<file path="src/rtl/demux8_rr_scheduler.sv">
// 1x8 demux sequencer: round-robin over enabled channels, one registered output stage.
// Define DEMUX_ADDR_MODE_EN to add addressed selection (addr_mode/in_addr) with drop.
module demux8_rr_scheduler #(
  parameter int WIDTH   = 8,
  parameter int PTR_RST = 0
) (
  input  logic             clk,
  input  logic             rst_n,
  input  logic             in_valid,
  output logic             in_ready,
  input  logic [WIDTH-1:0] in_data,
  input  logic [7:0]       ch_en,
  output logic [7:0]       out_valid,
  input  logic [7:0]       out_ready,
  output logic [WIDTH-1:0] out_data,
  output logic [2:0]       sel,
  output logic             busy
`ifdef DEMUX_ADDR_MODE_EN
  ,
  input  logic             addr_mode,
  input  logic [2:0]       in_addr,
  output logic             drop
`endif
);

  localparam logic [2:0] PtrRst = 3'(PTR_RST);

  typedef enum logic {
    IDLE,
    HOLD
  } state_e;

  state_e           state_q, state_d;
  logic [2:0]       ptr_q, ptr_d;
  logic [2:0]       sel_q, sel_d;
  logic [WIDTH-1:0] data_q, data_d;

  logic       drain;
  logic       can_take;
  logic       accept;
  logic       load;
  logic       adv_ptr;
  logic [2:0] pick;
  logic       rr_hit;
  logic [2:0] rr_idx;

  // First enabled channel at or after ptr, wrapping mod 8.
  always_comb begin
    logic [2:0] cand;
    rr_hit = 1'b0;
    rr_idx = ptr_q;
    cand   = ptr_q;
    for (int k = 0; k < 8; k++) begin
      cand = ptr_q + 3'(k);
      if (!rr_hit && ch_en[cand]) begin
        rr_hit = 1'b1;
        rr_idx = cand;
      end
    end
  end

  assign drain    = (state_q == HOLD) && out_ready[sel_q];
  assign can_take = (state_q == IDLE) || drain;
  assign accept   = in_valid && in_ready;

`ifdef DEMUX_ADDR_MODE_EN
  logic drop_q, drop_d;

  assign in_ready = can_take && (addr_mode || (|ch_en));
  assign pick     = addr_mode ? in_addr : rr_idx;
  assign load     = accept && (!addr_mode || ch_en[in_addr]);
  assign adv_ptr  = accept && !addr_mode;
  assign drop_d   = accept && addr_mode && !ch_en[in_addr];
  assign drop     = drop_q;

  always_ff @(posedge clk or negedge rst_n) begin
    if (!rst_n) drop_q <= 1'b0;
    else        drop_q <= drop_d;
  end
`else
  assign in_ready = can_take && (|ch_en);
  assign pick     = rr_idx;
  assign load     = accept;
  assign adv_ptr  = accept;
`endif

  always_comb begin
    state_d = state_q;
    ptr_d   = ptr_q;
    sel_d   = sel_q;
    data_d  = data_q;
    if (adv_ptr) ptr_d = rr_idx + 3'd1;
    if (load) begin
      sel_d  = pick;
      data_d = in_data;
    end
    unique case (state_q)
      IDLE: if (load) state_d = HOLD;
      HOLD: begin
        if (load)       state_d = HOLD;
        else if (drain) state_d = IDLE;
      end
      default: state_d = IDLE;
    endcase
  end

  always_ff @(posedge clk or negedge rst_n) begin
    if (!rst_n) begin
      state_q <= IDLE;
      ptr_q   <= PtrRst;
      sel_q   <= 3'd0;
      data_q  <= '0;
    end else begin
      state_q <= state_d;
      ptr_q   <= ptr_d;
      sel_q   <= sel_d;
      data_q  <= data_d;
    end
  end

  assign busy      = (state_q == HOLD);
  assign out_valid = busy ? (8'b1 << sel_q) : 8'b0;
  assign out_data  = data_q;
  assign sel       = sel_q;

endmodule

</file>
<file path="config.mk">
export PLATFORM = sky130hd
export DESIGN_NAME = demux8_rr_scheduler
export DESIGN_NICKNAME = d
export VERILOG_FILES = /design/src/rtl/demux8_rr_scheduler.sv
export SDC_FILE = /design/constraint.sdc
export NUM_CORES = 1
export LEC_CHECK = 0
export BUFFER_PORTS_ARGS = -buffer_cell sky130_fd_sc_hd__buf_2
export CAP_MARGIN = 40
export CORE_MARGIN = 1.5
export CORE_UTILIZATION = 57
export DETAILED_ROUTE_END_ITERATION = 7
export GPL_TIMING_DRIVEN = 0
export PLACE_DENSITY = 0.86
export SYNTH_ARGS = -nofsm -noshare
export SYNTH_HDL_FRONTEND = slang
export SYNTH_SLANG_ARGS = --single-unit
</file>
<file path="constraint.sdc">
create_clock -name clk -period 7.3 [get_ports clk]
set_clock_uncertainty 0.05 [all_clocks]
set_input_delay 1.095 -clock clk [delete_from_list [all_inputs] [get_ports clk]]
set_output_delay 1.095 -clock clk [all_outputs]
set_load 0.02 [all_outputs]
</file>
# == Yosys cells after proc, flatten, opt, wreduce, memory -nomap -nowiden ==
# Cells that the tools add are included.
# totals
regBits,15
input_bits,27
out_inout_bits,21
word_cells,79
# op_classes
addsub,8
magnitude_cmp,9
shifts,1
mux,37
bitwise,1
n_reduce_logical,19
# ops
cell,n
"3-bit by 4-bit < comparator with 1-bit output, second input constant",9
1-bit binary-select mux with 3-bit select,9
3-bit two-way mux,7
1-bit two-way mux,19
"3-bit adder, second input constant",4
1-bit logical AND,10
8-bit two-way mux,1
8-bit OR reduction,1
"1-bit by 3-bit left shift with 8-bit output, first input constant",1
1-bit zero test,7
"3-bit by 1-bit adder with 3-bit output, second input constant",2
"3-bit by 2-bit adder with 3-bit output, second input constant",2
1-bit one-hot mux with 2 select lines,1
1-bit logical OR,1
1-bit NOT,1

# == Logic depth before layout (Yosys ltp) ==
# logic_depth
ltp_word,25
depth_mapped,17
mapped_depth_nobuf,14

# == Worst setup path before layout ==
# No wires, ideal clock.
# synth_timing
path_type,register to register
from,register ptr_q[1]
to,register ptr_q[2]
setup_time_ns,0.069
t_arrival_ns,3.689
required_time_ns,7.181
path_slack_ns,3.492
path_stages_with_launch,17
n_path_buf,3
synth_period_minus_slack_ns,3.808
path_cell_list,dfrtp_1 -> buf_2 -> clkbuf_1 -> inv_1 -> ha_1 -> buf_4 -> mux4_1 -> mux2i_1 -> o21ai_0 -> or3_1 -> or4b_1 -> o21ai_1 -> o21ai_1 -> ha_1 -> inv_1 -> or4_1 -> nand3_1
# synth_between
elab_chain_len,25
elab_cells_between_ends,52
cone_classes,add/sub: 8; mux: 30; reduce/logical: 14
# synth_rtl
item,line,rtl
"start, declared",34,"logic [2:0] ptr_q, ptr_d;"
"start signal, assigned",110,ptr_q <= PtrRst;
"start signal, assigned",115,ptr_q <= ptr_d;
branches (longest 23 deep; another with 3-bit by 1-bit adder with 3-bit output),-,
3-bit two-way mux *,55,if (!rr_hit && ch_en[cand]) begin
via pick[1],43,logic [2:0] pick;
3-bit by 1-bit adder with 3-bit output *,92,if (adv_ptr) ptr_d = rr_idx + 3'd1;
# Mark *: on every way through the listed nets, which the timed path passes. The select of a mux whose other input is x is not followed.
# A chain may end at the register's enable or synchronous reset.

# == Worst setup path after layout ==
# Ends and elaborated chain as after synthesis.

==> impl_metrics.env <==
export IMPL_yosysMostFrequentCell="nor2_1"
export IMPL_setup_viol=0
export IMPL_cts_htree_levels=1
export IMPL_gp_congestion=0.900
export IMPL_synth_cells=173
export IMPL_rows=19
export IMPL_vias_per_cell=6.33
export IMPL_syn_avg_cell_area_um2=9.97
export IMPL_drive_above_1_share_pct=38.4
export IMPL_nets=255
export IMPL_path_max_fanout=10
export IMPL_ant_nets=0
export IMPL_wl_um=4330
export IMPL_tns_ps=0
export IMPL_core_um2=2810
export IMPL_numCtsBuffers=3
export IMPL_maxSlewViolCount=0
export IMPL_dp_hpwl_um=3390
export IMPL_cp_required_ps=7480
export IMPL_postCtsSetupBuffers=0
export IMPL_place_ws_ps=2870
export IMPL_violations="DRC"
export IMPL_synth_cell_types=53
export IMPL_dpl_cell_area_um2=2000
export IMPL_drc_errors=4
export IMPL_maxCapViolations=0
export IMPL_wl_per_cell_um=17.0
export IMPL_grt_pass1_wl_um=6950
export IMPL_clockBufferDepth=2
export IMPL_cts_tree="yes"
export IMPL_netlist_top_cells_count="19 x nor2_1, 15 x dfrtp_1, 14 x mux2_2, 14 x nand2_1, 9 x mux2i_1"
export IMPL_yosysSeqAreaShare_pct=21.8
export IMPL_fmax_ghz=0.222
export IMPL_firstDrtPassIters=7
export IMPL_hp_class="reg -> reg"
export IMPL_grt_pass1_vias=1494
export IMPL_clkLatencyLatePin_ps=290
export IMPL_hold_viol_final=0
export IMPL_cts_resized=0
export IMPL_fin_area_um2=2030
export IMPL_fin_ws_ps=2800
export IMPL_worstMarginPinSlew_ps=769
export IMPL_synthFlopType="dfrtp_1"
export IMPL_vias=1614
export IMPL_path_clk_slew_ps=90
export IMPL_synth_cell_area_um2=1720
export IMPL_synth_async_reset_ratio_pct=100
export IMPL_drtIter0Drc=66
export IMPL_hold_buffers=0
export IMPL_overflow=0
export IMPL_areaGrowthSynthToFinish_pct=17.5
export IMPL_root_buffer="clkbuf_4"
export IMPL_arrival_ps=4680
export IMPL_synth_edf_count=0
export IMPL_synth_top_area_share_pct=21.8
export IMPL_yosys_area_top_type="dfrtp_1"
export IMPL_reg2regPathDepth=16
export IMPL_yosysWarnings=0
export IMPL_die_x_um=58
export IMPL_pin_count=48
export IMPL_fin_crit_ps=4500
export IMPL_dp_cells=251
export IMPL_endpoint_kind="flip-flop"
export IMPL_synth_seq_cells=15
export IMPL_start_util_pct=61.5
export IMPL_synth_fp_nets=203
export IMPL_fin_cells=255
export IMPL_crit_type="reg -> reg"
export IMPL_rsz0062_at_grt="no"
export IMPL_antenna_found_initial=0
export IMPL_diodes=0
export IMPL_grtUsageTotal_pct=27.1
export IMPL_cp_start_kind="flip-flop"
export IMPL_dieArea_um2=3360
export IMPL_synthTopCellsByArea="dfrtp_1 22%, mux4_2 10%, mux4_1 9.1%, mux2_2 9.1%, mux2i_1 5.2%"
export IMPL_grt_max_degree=16
export IMPL_cts_sinks=15
export IMPL_fp_dieH_um=58
export IMPL_hold_path_depth=1
export IMPL_outcome="complete, but fails checks"
export IMPL_port_buffers=47
export IMPL_relSlewSlack_pct=48.7
export IMPL_period_share_pct=61.7
-- routing by layer --
metal | track usage [%] | vias up | share of wire [%]
li1 | - | 776 | -
met1 | 35.9 | 770 | 41
met2 | 47.4 | 66 | 52
met3 | 6.03 | 2 | 7.0
met4 | 2.99 | 0 | 0.42
met5 | 0 | - | 0
-- worst max-delay path, stage by stage, from the launching register on --
cell and delay [ps]:
dfrtp_1 360, buf_2 230, clkbuf_1 370, inv_1 130, ha_1 400, buf_4 220
mux4_1 650, mux2i_1 260, o21ai_0 190, or3_1 320, or4b_1 160, o21ai_1 90
o21ai_1 120, ha_1 190, inv_1 60, or4_1 530, nand3_1 110
-- cell usage in the layout, fill, tap and decap left out, types with 2 or more instances in the layout --
| cell | n |
|---|---|
| xnor2_1 | 3 |
| o211a_1 | 2 |
| mux4_1 | 6 |
| nand3_1 | 5 |
| inv_1 | 5 |
| o211ai_1 | 3 |
| clkbuf_1 | 4 |
| nor3_1 | 3 |
| nand2_1 | 14 |
| nor2_1 | 19 |
| buf_2 | 49 |
| mux2_2 | 14 |
| nand2b_1 | 5 |
| a21oi_1 | 3 |
| o311ai_0 | 2 |
| mux4_2 | 8 |
| a22oi_1 | 4 |
| dfrtp_1 | 15 |
| nor4_1 | 2 |
| o21ai_1 | 3 |
| mux2i_1 | 9 |
| clkbuf_4 | 3 |
| nor2b_1 | 2 |
| xor2_1 | 2 |
| o21ai_0 | 7 |
| ha_1 | 3 |
-- area by class of cell --
class	count	area (um2)
multi-input combinational	143	1260
fill	222	779
sequential	15	375
timing repair buffer	47	235
buffer	9	63.8
tap	31	38.8
clock buffer	3	22.5
inverter	6	22.5
clock inverter	1	5.00
-- logic make-up (layout without fill, tap and decap cells) --
| family | count (synthesis) | in the layout | synth area share, % |
|---|---|---|---|
| muxes | 39 | 39 | 35.5 |
| xor gates and xnor gates | 5 | 5 | 2.54 |
| buffers and inverters | 15 | 66 | 5.01 |
| adders and majority gates | 3 | 3 | 2.18 |
| and+or+nand+nor | 57 | 57 | 15.7 |
| AOI/OAI and AO/OA | 39 | 39 | 17.3 |
| DFF | 15 | 15 | 21.8 |
-- state kept, by name, summed over array words and instances (netlist names) --
register,flops
busy,1
out_data,8
ptr_q,3
sel,3
-- path summary, 6_finish.rpt --
| check | to | from | slack (ps) |
|---|---|---|---|
| setup / recovery | ptr_q[2] | ptr_q[1] | 2800 |
| hold / removal | out_data[3] | out_data[3] | 460 |
| setup reg to reg | ptr_q[2] | ptr_q[1] | 2800 |
| hold reg to reg | out_data[3] | out_data[3] | 460 |
| max in group asynchronous | ptr_q[0] | rst_n | 6320 |
| min in group asynchronous | busy | rst_n | 640 |
-- per-stage QoR --
step,utilization [%],hold WS [ps]
detailed placement,71.2,440
CTS,72.2,461
global placement,71.2,433
finish,72.2,458
floorplan,-,586
global route,72.2,471
Power is not shown: default switching activity piles up to over one toggle a cycle in this logic, so the estimate is an artifact.
